File: src/rtl/led_pattern_counter.sv
// LED pattern counter: prescaled or manually stepped up/down/shift/rotate
// counter with pattern loads, terminal-count pulse and Gray-coded mirror.
module led_pattern_counter #(
  parameter int               WIDTH = 10,
  parameter int               DIV_W = 23,
  parameter logic [WIDTH-1:0] PAT_A = 10'h2AA,
  parameter logic [WIDTH-1:0] PAT_B = 10'h155
) (
  input  logic             CLK,
  input  logic             RST_N,
  input  logic             CMD_CLR,
  input  logic             LOAD_A,
  input  logic             LOAD_B,
  input  logic [1:0]       MODE,
  input  logic             SAT,
  input  logic             STEP_SEL,
  input  logic             STEP,
  output logic [WIDTH-1:0] CNT,
  output logic [WIDTH-1:0] GRAY,
  output logic             TC,
  output logic [1:0]       ACT
);

  typedef enum logic [1:0] {
    M_UP  = 2'b00,
    M_DN  = 2'b01,
    M_SHL = 2'b10,
    M_ROL = 2'b11
  } mode_e;

  logic [DIV_W-1:0] presc;
  logic             step_prev;
  logic             tick, step_rise, adv;
  logic [WIDTH-1:0] cnt_nxt;
  logic             tc_nxt;

  assign tick      = &presc;
  assign step_rise = STEP & ~step_prev;
  assign adv       = STEP_SEL ? step_rise : tick;

  always_ff @(posedge CLK or negedge RST_N) begin
    if (!RST_N) begin
      presc     <= '0;
      step_prev <= 1'b0;
      ACT       <= '0;
    end else begin
      presc     <= presc + 1'b1;
      step_prev <= STEP;
      if (tick) ACT <= ACT + 1'b1;
    end
  end

  // Clear and loads outrank the advance; any of them kills TC for that edge.
  always_comb begin
    cnt_nxt = CNT;
    tc_nxt  = 1'b0;
    if (CMD_CLR)     cnt_nxt = '0;
    else if (LOAD_A) cnt_nxt = PAT_A;
    else if (LOAD_B) cnt_nxt = PAT_B;
    else if (adv) begin
      unique case (mode_e'(MODE))
        M_UP: begin
          if (&CNT) begin
            tc_nxt  = 1'b1;
            cnt_nxt = SAT ? CNT : '0;
          end else begin
            cnt_nxt = CNT + 1'b1;
          end
        end
        M_DN: begin
          if (CNT == '0) begin
            tc_nxt  = 1'b1;
            cnt_nxt = SAT ? CNT : '1;
          end else begin
            cnt_nxt = CNT - 1'b1;
          end
        end
        M_SHL: begin
          tc_nxt  = CNT[WIDTH-1];
          cnt_nxt = {CNT[WIDTH-2:0], 1'b0};
        end
        M_ROL: begin
          tc_nxt  = CNT[WIDTH-1];
          cnt_nxt = {CNT[WIDTH-2:0], CNT[WIDTH-1]};
        end
        default: ;
      endcase
    end
  end

  always_ff @(posedge CLK or negedge RST_N) begin
    if (!RST_N) begin
      CNT <= '0;
      TC  <= 1'b0;
    end else begin
      CNT <= cnt_nxt;
      TC  <= tc_nxt;
    end
  end

  assign GRAY = CNT ^ (CNT >> 1);

endmodule

File: config.mk
export PLATFORM = sky130hd
export DESIGN_NAME = led_pattern_counter
export DESIGN_NICKNAME = d
export VERILOG_FILES = /design/src/rtl/led_pattern_counter.sv
export SDC_FILE = /design/constraint.sdc
export NUM_CORES = 1
export LEC_CHECK = 0
export CORE_MARGIN = 10
export CORE_UTILIZATION = 48
export CTS_CLUSTER_DIAMETER = 200
export DETAILED_ROUTE_END_ITERATION = 7
export PLACE_DENSITY = 0.82
export SLEW_MARGIN = 20
export SYNTH_ARGS = -nofsm -noshare
export SYNTH_HDL_FRONTEND = slang
export SYNTH_SLANG_ARGS = --single-unit
File: constraint.sdc
create_clock -name CLK -period 1.8 [get_ports CLK]
set_input_delay 0.36 -clock CLK [delete_from_list [all_inputs] [get_ports CLK]]
set_output_delay 0.36 -clock CLK [all_outputs]
set_load 0.005 [all_outputs]
==> key figures <==
Drt
  – Remaining routing DRC violations: 0
  – ANT nets after route: 0
  – Number of vias per cell: 5.86
  – Vias: 2694
  – Initial DRC count: between 300 and 400
  – Pre-antenna DRT Iters: 6
  – Routed wire length: 9.17 mm
  – WL/cell: 19.9 um

Global routing
  – Global-route wire length before repair: ~13 mm
  – Gr usage total: 0.192
  – Initial antenna violation count: 0
  – Vias in the first global route: 2571
  – Pin count of the biggest net entering global routing: 38
  – Overflow left after global routing: 0

Synthesis
  – Syn. warnings: 0
  – Ys flop type: dfrtp_1
  – Yosys top cell area share: 0.360
  – Average cell area after synthesis: 9.67 um^2
  – Top cells by count, synth: 37 x dfrtp_1, 25 x nand3_1, 24 x xnor2_1
  – Post-synth top area cell: dfrtp_1
  – Register area share after synthesis: 0.360
  – Cell variety after synth: 56
  – Most common cell in the netlist: dfrtp_1
  – Synthesized instance count: 266
  – Largest cells by area after synthesis: dfrtp_1 36%, ha_1 11%, xnor2_1 8.2%
  – Post-synth net total: 299
  – FFs w/ async S/R, synth: 1.00
  – Seq cells post-synth: 37
  – Post-synth EDFFs: 0
  – Netlist Area Pre-Place: around 0.0026 mm^2

Power and ir drop
  – Max VDD drop: 0.583 mV
  – PD cells: 577 mW/mm^2
  – Leakage: ~1.9 nW

Timing
  – Setup ws final: -0.0950 ns
  – Slew @ Worst Pin: 0.478 ns
  – Unrepaired setup endpoints after global routing: true
  – Final min period: 1.90 ns
  – Relative slew slack: 0.681
  – Setup tns final: -0.406 ns
  – Final Max Slew Viols: 0
  – Fmax achieved: 0.528 GHz
  – Final Hold Viols: 0
  – Clock skew: 0.00564 ns
  – Final setup fails: 10
  – Final hold slack: about 0.47 ns
  – Crit share post-route: 1.05

Setup path
  – Reg-to-reg slack, setup: -0.1 ns
  – Critical path capture point type: register
  – FF-to-FF End: CNT[1]$_DFFE_PN0P_
  – Reg2reg start: CNT[7]$_DFFE_PN0P_
  – WS Path Type: reg2reg
  – CP required: about 2.0 ns
  – Crit-path max FO: 4
  – CP Launch Type: register
  – Worst r2r path cells: 7
  – Critical path arrival: 2.07 ns

Floorplan
  – Io pins: 33
  – Initial core utilization: 0.500
  – Rows: 26
  – Core Box Area: 0.00514 mm^2
  – Die W: 93.2 um
  – Die Span Y: 93.2 um
  – Die area: 0.00868 mm^2

Clock network
  – CTS Hold Buffers Added: 0
  – Worst skew pair latency: 0.29 ns
  – Clock Path Buffers: 2
  – Sink Count: 37
  – Clock buffer count from CTS: 5
  – CTS tree: built
  – H-tree depth: 2
  – Root buffer cell: clkbuf_8
  – Clk slew on worst S/H paths: 0.08 ns

Flow run
  – Maxcap violations: 0

Worst hold path
  – WHS Endpoint: presc[22]$_DFF_PN0_
  – WHS Path Cells: 1
  – Hold_sp: presc[22]$_DFF_PN0_
  – HP Class: reg2reg

Placement
  – Placed Instance Area: 0.00351 mm^2
  – GPL Wtd Cong: 0.941
  – Dpl hpwl: just over 6 mm
  – Port-buffer cells: 32

Final layout
  – N_diodes: 0
  – Design Area, Final: 0.00416 mm^2
  – Area Growth Syn to Fin: 61.9%
  – Final nets: ~420
  – Share of cells above drive strength 1: 0.474

Status
  – Status: complete, but fails checks
  – Failing checks: negative setup slack
[worst max-delay path, stage by stage, from the launching register on]
cell     delay (ns)
dfrtp_2        0.38
buf_4          0.14
ha_4           0.17
nand2_2        0.07
or3_4          0.41
a21oi_4        0.22
nor2_4         0.08
mux2_4         0.30
[cell families after synthesis]
group / synth area share
multiplexers: 0.00973
buffers and inverters: 0.0345
AO/OA/AOI/OAI: 0.154
XOR/XNOR: 0.106
flip-flops: 0.360
AND/OR/NAND/NOR: 0.224
adder cells (fa/ha/maj): 0.112
[sequential cells by signal, indices dropped and copies added, names as in the netlist]
signal     count
ACT            2
CNT           10
TC             1
step_prev      1
presc         23
[cell type report]
type | instances | area (um^2)
clock buffer | 7 | 96.3
clock inverter | 1 | 5.00
fill | 294 | 977
inverter | 15 | 61.3
multi-input combinational | 207 | 1950
sequential | 37 | 936
tap | 70 | 87.6
timing repair buffer | 123 | 1020
[per-layer routing]
| layer | routed length (um) | share of wire | up-vias | global-route usage |
|---|---|---|---|---|
| met1 | 3730 | 0.41 | 1278 | 0.242 |
| met3 | 720 | 0.079 | 47 | 0.0392 |
| li1 | - | - | 1213 | - |
| met2 | 4410 | 0.48 | 156 | 0.324 |
| met5 | 0 | 0 | - | 0 |
| met4 | 303 | 0.033 | 0 | 0.0578 |
[per-stage QoR]
step / total power, mW / setup WS, ns / instances / utilization
after floorplan: 1.20 / 0.0122 / 266 / -
after global placement: 1.58 / -0.253 / 428 / 0.682
after detailed placement: 1.59 / -0.282 / 428 / 0.682
after CTS: 2.30 / -0.0866 / 451 / 0.757
after global routing: 2.50 / -0.130 / 460 / 0.810
final: 2.40 / -0.0950 / 460 / 0.810
[how the worst max path moves through the flow]
stage	from	end
finish	CNT[7]$_DFFE_PN0P_	CNT[1]$_DFFE_PN0P_
global route	CNT[2]$_DFFE_PN0P_	CNT[7]$_DFFE_PN0P_
CTS	CNT[1]$_DFFE_PN0P_	CNT[1]$_DFFE_PN0P_
detailed placement	LOAD_B	CNT[2]$_DFFE_PN0P_
global placement	LOAD_B	CNT[2]$_DFFE_PN0P_
floorplan	CNT[2]$_DFFE_PN0P_	CNT[1]$_DFFE_PN0P_
[power breakdown]
group          switching (mW)  internal [mW]
Clock                   0.307          0.346
Combinational           0.419          0.445
Sequential             0.0285          0.855
[repair_timing]
item / CTS / global route
endpoints found under the setup margin: 19 / 17
gates resized for setup: 58 / 43
endpoints found under the hold margin: 0 / 0
pin swaps: 22 / 26
setup buffers: 16 / 9
[cell usage in the layout, fill, tap and decap left out, types with 10 or more instances in the layout]
master,n
buf_6,12
buf_4,79
clkdlybuf4s50_1,18
nor2_1,13
dlygate4sd2_1,10
xnor2_1,23
nand2_1,18
dfrtp_1,29
nand3_1,20
ha_4,12
Power figures use the tool's default switching activity.
==> patch 1, RTL diff (same flow settings) <==
Register the output `GRAY`, cleared by the reset; this adds one clock of latency there. The other outputs are not delayed to match.
--- a/src/rtl/led_pattern_counter.sv
+++ b/src/rtl/led_pattern_counter.sv
@@ -99,5 +99,11 @@
   end
 
-  assign GRAY = CNT ^ (CNT >> 1);
+  always_ff @(posedge CLK or negedge RST_N) begin
+    if (!RST_N) begin
+      GRAY <= '0;
+    end else begin
+      GRAY <= CNT ^ (CNT >> 1);
+    end
+  end
 
 endmodule
Function: changed (Yosys sat finds a counterexample within 4 cycles, from zero or initial values and one cycle with RST_N low).
==> patch 1 against the unedited design <==
  * Setup slack worse by 0.23 ns
  * Highest routed layer unchanged
  * Total power is 15% higher
  * The flow still finishes with violations (setup timing)
  * Clock skew is 0.0040 ns higher
  * Critical endpoint is now CNT[0]$_DFFE_PN0P_
  * Cell count is 8.3% higher
  * Global-route usage is 1.0 points higher
  * Routed wire length is 1.8% higher
  * Utilization is 2.2 points lower
  * Sequential cell count is 10 higher
  * First-iteration DRC count is 29% lower
  * Design area is 5.5% higher
  * Area after synthesis is 8.3% higher
  * Die area is 6.5% higher
==> patch 1: results (changes against the unedited design) <==
----------------------------------------------------
[Outcome]
  Outcome ... finished, violations left
  Violations in the final reports ... setup timing

[Power and ir drop]
  Net switching power figure ... 0.788 mW (+4.5%)
  Clock network fraction of design power ... 28.2% (+1.0 points)
  LEAKAGE ... 2.09 nW (+12%)
  Combinational-cell power consumption ... 0.814 mW (-5.8%)
  VDD IR-drop max ... 0.000549 V (-5.8%)

[STA]
  Remaining max-slew budget at the tightest pin ... 59.1% (-9.0 points)
  Final setup skew ... 0.00968 ns (+0.00404 ns)
  Number of endpoints failing setup at the final stage ... 10 (unchanged)
  Setup Total Neg Slack ... -2.78 ns (-2.37 ns)
  Slack of the critical path ... -0.328 ns (-0.233 ns)

[Cells and area]
  Filler cell count in the final layout ... 341 (+16%)
  Nonclk buf count ... 144 (+17%)
  Layout buffering overhead excluding clock cells ... 27.4% (+2.8 points)
  Sequential cell area share ... 27.0% (+4.5 points)
  Clock buf count ... 5 (-2)
  Portion of the layout cell area used by clock cells ... 2.42% (-0.012 points)
  Largest registers ... presc (23), CNT (10), GRAY (10)
  Multi-In Gates ... 211 (+1.9%)
  Multi-input gate share of the layout cell area ... 39.4% (-7.5 points)
  Number of ordinary inverters in the final layout ... 17 (+2)
  Cell Count, Final, Fillers Out ... 498 (+8.3%)

[Logic synthesis]
  Leading post-synthesis cells by cell area ... dfrtp_1 42%, ha_1 10%, xnor2_1 5.3%, xor2_1 3.8%, nand2_1 3.0%
  Mean area per synthesized cell ... 9.94 um2 (+2.9%)
  Proportion of synthesized chip area in sequential cells ... 42.2% (+6.2 points)
  Post-synthesis net count ... 313 (+4.7%)
  Distinct cell type count after synthesis ... 53 (-5.4%)
  Most numerous cell types in the synthesized netlist ... 47 x dfrtp_1, 23 x ha_1, 22 x nand2_1

[Place]
  Final HPWL DP ... 6470 um (+4.9%)
  Input/output buffers ... 32 (unchanged)
  Cell count after placement ... 468 (+9.3%)

[Clocking]
  Clk Latency, worst-skew pair ... 0.30 ns
  Clk sinks ... 47 (+27%)

[Routing]
  Pre-Repair DR Iteration Count ... 5 (-1)
  Detailed route wirelength on metal2 ... 4420 um (+0.25%)
  Final Routed Wirelength ... 9330 um (+1.8%)
  Met3 wire len ... 942 um (+31%)
  Met1 routed wirelength after detailed routing ... 3800 um (+2.0%)
  Via density ... 5.77 (-1.5%)

[Critical path]
  Worst endpoint data arrival time ... 2.32 ns (+0.25 ns)
  Worst path slowest cell ... dfrtp_2
  Worst Reg2Reg Path Length in Cells ... 8 (+1)
  Largest stage delay on the critical path ... 0.47 ns (+0.06 ns)
  Worst R2R Start ... CNT[2]$_DFFE_PN0P_
  Destination of the worst register-to-register timing path ... CNT[0]$_DFFE_PN0P_

[Global routing]
  Total track usage ... 20.3% (+1.0 points)
  First-pass GRT wire length ... 14800 um (+11%)
  GR Layer Usage met2 ... 31.8% (-0.52 points)
  GR met3 Demand/Resource ... 4.05% (+0.13 points)
  Pin count of the biggest net entering global routing ... 27 (-29%)

[Min path]
  Hold Path Class ... in2async

----------------------------------------------------
==> patch 1: how the worst max path moves through the flow <==
| stage | from | endpoint | slack, ns | cells past startpoint |
|---|---|---|---|---|
| 2_1_floorplan | CNT[3]$_DFFE_PN0P_ | CNT[0]$_DFFE_PN0P_ | -0.39 | 7 |
| 3_3_place_gp | MODE[0] | CNT[0]$_DFFE_PN0P_ | -0.38 | 5 |
| 3_5_place_dp | MODE[0] | CNT[0]$_DFFE_PN0P_ | -0.44 | 6 |
| 4_1_cts | CNT[9]$_DFFE_PN0P_ | CNT[0]$_DFFE_PN0P_ | -0.29 | 7 |
| 5_1_grt | CNT[9]$_DFFE_PN0P_ | CNT[0]$_DFFE_PN0P_ | -0.40 | 7 |
| 6_report | CNT[2]$_DFFE_PN0P_ | CNT[0]$_DFFE_PN0P_ | -0.33 | 8 |
==> patch 1: what timing repair did <==
| item | in CTS | in global routing |
|---|---|---|
| endpoints found under the setup margin | 14 | 20 |
| hold buffers | 0 | 0 |
| resized for setup | 29 | 15 |
| pin swaps | 19 | 11 |
| buffers inserted | 14 | 10 |
==> patch 1: cells by family after synthesis <==
group,synth area share [%]
and+or+nand+nor,19.2
AOI/OAI and AO/OA,14.4
DFF,42.2
xor gates and xnor gates,9.12
adders and majority gates,10.3
buffers and inverters,3.24
muxes,1.48
==> patch 1: stage by stage <==
stage               hold WS (ns)  setup slack, ns  power [mW]  util (%)  cell area [um2]
global placement           0.407           -0.381        1.85      70.4             3920
CTS                       0.0729           -0.294        2.70      76.4             4260
global route              0.0833           -0.399        2.87      78.8             4390
finish                    0.0584           -0.328        2.75      78.8             4390
floorplan                 0.0644           -0.393        1.45         -             2880
detailed placement         0.403           -0.444        1.86      70.4             3920
==> patch 2, RTL diff (same flow settings) <==
Without the edit above. Change the parameter `DIV_W` from 23 to 46.
--- a/src/rtl/led_pattern_counter.sv
+++ b/src/rtl/led_pattern_counter.sv
@@ -3,5 +3,5 @@
 module led_pattern_counter #(
   parameter int               WIDTH = 10,
-  parameter int               DIV_W = 23,
+  parameter int               DIV_W = 46,
   parameter logic [WIDTH-1:0] PAT_A = 10'h2AA,
   parameter logic [WIDTH-1:0] PAT_B = 10'h155
Behaviour: same outputs for any inputs over 10 cycles, from zero or initial values and one cycle with RST_N low; that may be too few to reach the edited logic, so the function may still have changed.
==> patch 2 against the unedited design <==
  * The run ends with hold timing, setup timing left
  * Utilization rose by 5.5 points
  * Sequential cell count increased by 23
  * Global-route usage up 5.8 points
  * Total power up 61%
  * Design area up 49%
  * Die area grew 28%
  * First-iteration DRC count increased by 100%
  * Routed wire length up 110%
  * Setup slack lost 0.32 ns
  * Area after synthesis up 37%
==> patch 2: results (changes against the unedited design) <==
----------------------------------------------------
[Critical path]
  Critical Path End ... CNT[2]$_DFFE_PN0P_
  Worst endpoint data arrival time ... 2.44 ns (+0.37 ns)
  Worst-path fanout max ... 8 (+4)
  Worst Reg2Reg Path Length in Cells ... 9 (+2)
  Startpoint of the most critical setup path ... CNT[5]$_DFFE_PN0P_

[Logic synthesis]
  Synthesized instance count ... 356 (+34%)
  Post-synthesis net count ... 389 (+30%)
  Distinct cell type count after synthesis ... 58 (+3.6%)
  Dominant synthesized flop cell ... dfrtp_1
  Proportion of synthesized chip area in sequential cells ... 42.7% (+6.7 points)
  Leading post-synthesis cells by cell area ... dfrtp_1 43%, xnor2_1 10%, ha_1 8.2%, nand3_1 3.8%, xor2_1 3.2%
  Most numerous cell types in the synthesized netlist ... 60 x dfrtp_1, 41 x xnor2_1, 30 x nand2_1

[STA]
  Final setup skew ... 0.0166 ns (+0.0109 ns)
  Number of endpoints failing setup at the final stage ... 46 (+36)
  Slack of the critical path ... -0.411 ns (-0.316 ns)
  Remaining max-slew budget at the tightest pin ... 68.9% (+0.75 points)
  Setup Total Neg Slack ... -9.13 ns (-8.73 ns)
  Hold WS ... -0.0125 ns (-0.485 ns)
  Number of hold violations in the final report ... 7 (+7)

[Routing]
  Via density ... 6.65 (+14%)
  Via count ... 4449 (+65%)
  DRT iter0 DRCs ... 717 (+100%)
  Final Routed Wirelength ... 19000 um (+110%)

[Global routing]
  First-pass GRT wire length ... 22300 um (+68%)
  Pin count of the biggest net entering global routing ... 61 (+61%)
  Total track usage ... 25.0% (+5.8 points)
  Number of global-route vias before repair ... 4216 (+64%)

[Cells and area]
  Number of nets in the layout ... 599 (+42%)
  Ratio of cells with drive above 1 in the final layout ... 53.9% (+6.4 points)
  Largest registers ... presc (46), CNT (10), ACT (2)
  Filler cell count in the final layout ... 259 (-12%)

[Outcome]
  Outcome ... finished, violations left
  Violations in the final reports ... hold timing, setup timing

[Place]
  Routability Congestion ... 1.06 (+13%)
  Total placed instance area ... 4870 um2 (+39%)

[Clocking]
  Inserted Clock Buffers ... 9 (+4)
  H-tree levels ... 3 (+1)
  Clk Latency, worst-skew pair ... 0.36 ns (+0.07 ns)

[Min path]
  Hold Path Class ... in2async

[Power and ir drop]
  VDD IR-drop max ... 0.000606 V (+3.8%)
  Switching part of the total ... 30.5% (-0.94 points)
  LEAKAGE ... 2.98 nW (+59%)

----------------------------------------------------
==> patch 2: layout make-up <==
class                   count  area [um2]  share of cell area (%)
multi-input cells         268        2510                    40.4
repair buffers            206        1750                    28.2
flip-flops and latches     60        1510                    24.3
clock buffers              11         151                    2.44
well taps                  99         124                    2.00
inverters                  21        88.8                    1.43
clock inverters             4        72.6                    1.17
==> patch 2: timing repair <==
action,CTS,global route
cloned,1,0
pin swaps,37,59
resized for setup,85,115
endpoints found under the setup margin,49,48
setup buffers,22,32
==> patch 2: kinds of logic (layout without fill, tap and decap cells) <==
group                    after synthesis  count (layout)  synth area share (%)
AO/OA/AOI/OAI                         54              54                  10.5
adder cells (fa/ha/maj)               23              23                  8.18
flip-flops                            60              60                  42.7
XOR/XNOR                              54              54                  13.4
buffers and inverters                 28             242                  3.52
AND/OR/NAND/NOR                      137             137                  21.7
==> patch 2: worst min path at each step <==
stage | from | end | slack, ns | cells after the start
floorplan | RST_N | ACT[0]$_DFFE_PN0P_ | 0.06 | 0
global placement | RST_N | CNT[1]$_DFFE_PN0P_ | 0.38 | 2
detailed placement | RST_N | CNT[0]$_DFFE_PN0P_ | 0.39 | 2
CTS | RST_N | CNT[8]$_DFFE_PN0P_ | 0.02 | 2
global route | RST_N | CNT[0]$_DFFE_PN0P_ | 0.01 | 2
finish | RST_N | CNT[8]$_DFFE_PN0P_ | -0.01 | 2
==> patch 2: critical path, stage by stage, from the launching register on <==
cell and delay (ns):
dfrtp_1 0.42, buf_6 0.14, ha_4 0.15, nand4_1 0.19, nor3_2 0.10, o2111ai_1 0.22, a21bo_2 0.28, buf_6 0.15
o21ai_0 0.33, o21ai_2 0.10
==> patch 2: per-layer routing <==
metal | routed length (um) | share of wire, % | GRT usage [%] | vias up
met5 | 0 | 0 | 0 | -
met4 | 1640 | 8.6 | 15.0 | 0
met3 | 2350 | 12 | 8.34 | 191
met2 | 8510 | 45 | 40.8 | 468
met1 | 6540 | 34 | 28.0 | 2101
li1 | - | - | - | 1689
==> patch 2: power groups by stage <==
stage	Combinational, mW	Clock, mW	Sequential, mW
after CTS	0.710	1.40	1.39
after global placement	0.634	0	1.42
after detailed placement	0.650	0	1.42
after global routing	1.02	1.52	1.41
final	1.00	1.46	1.41
after floorplan	0.232	0	1.43
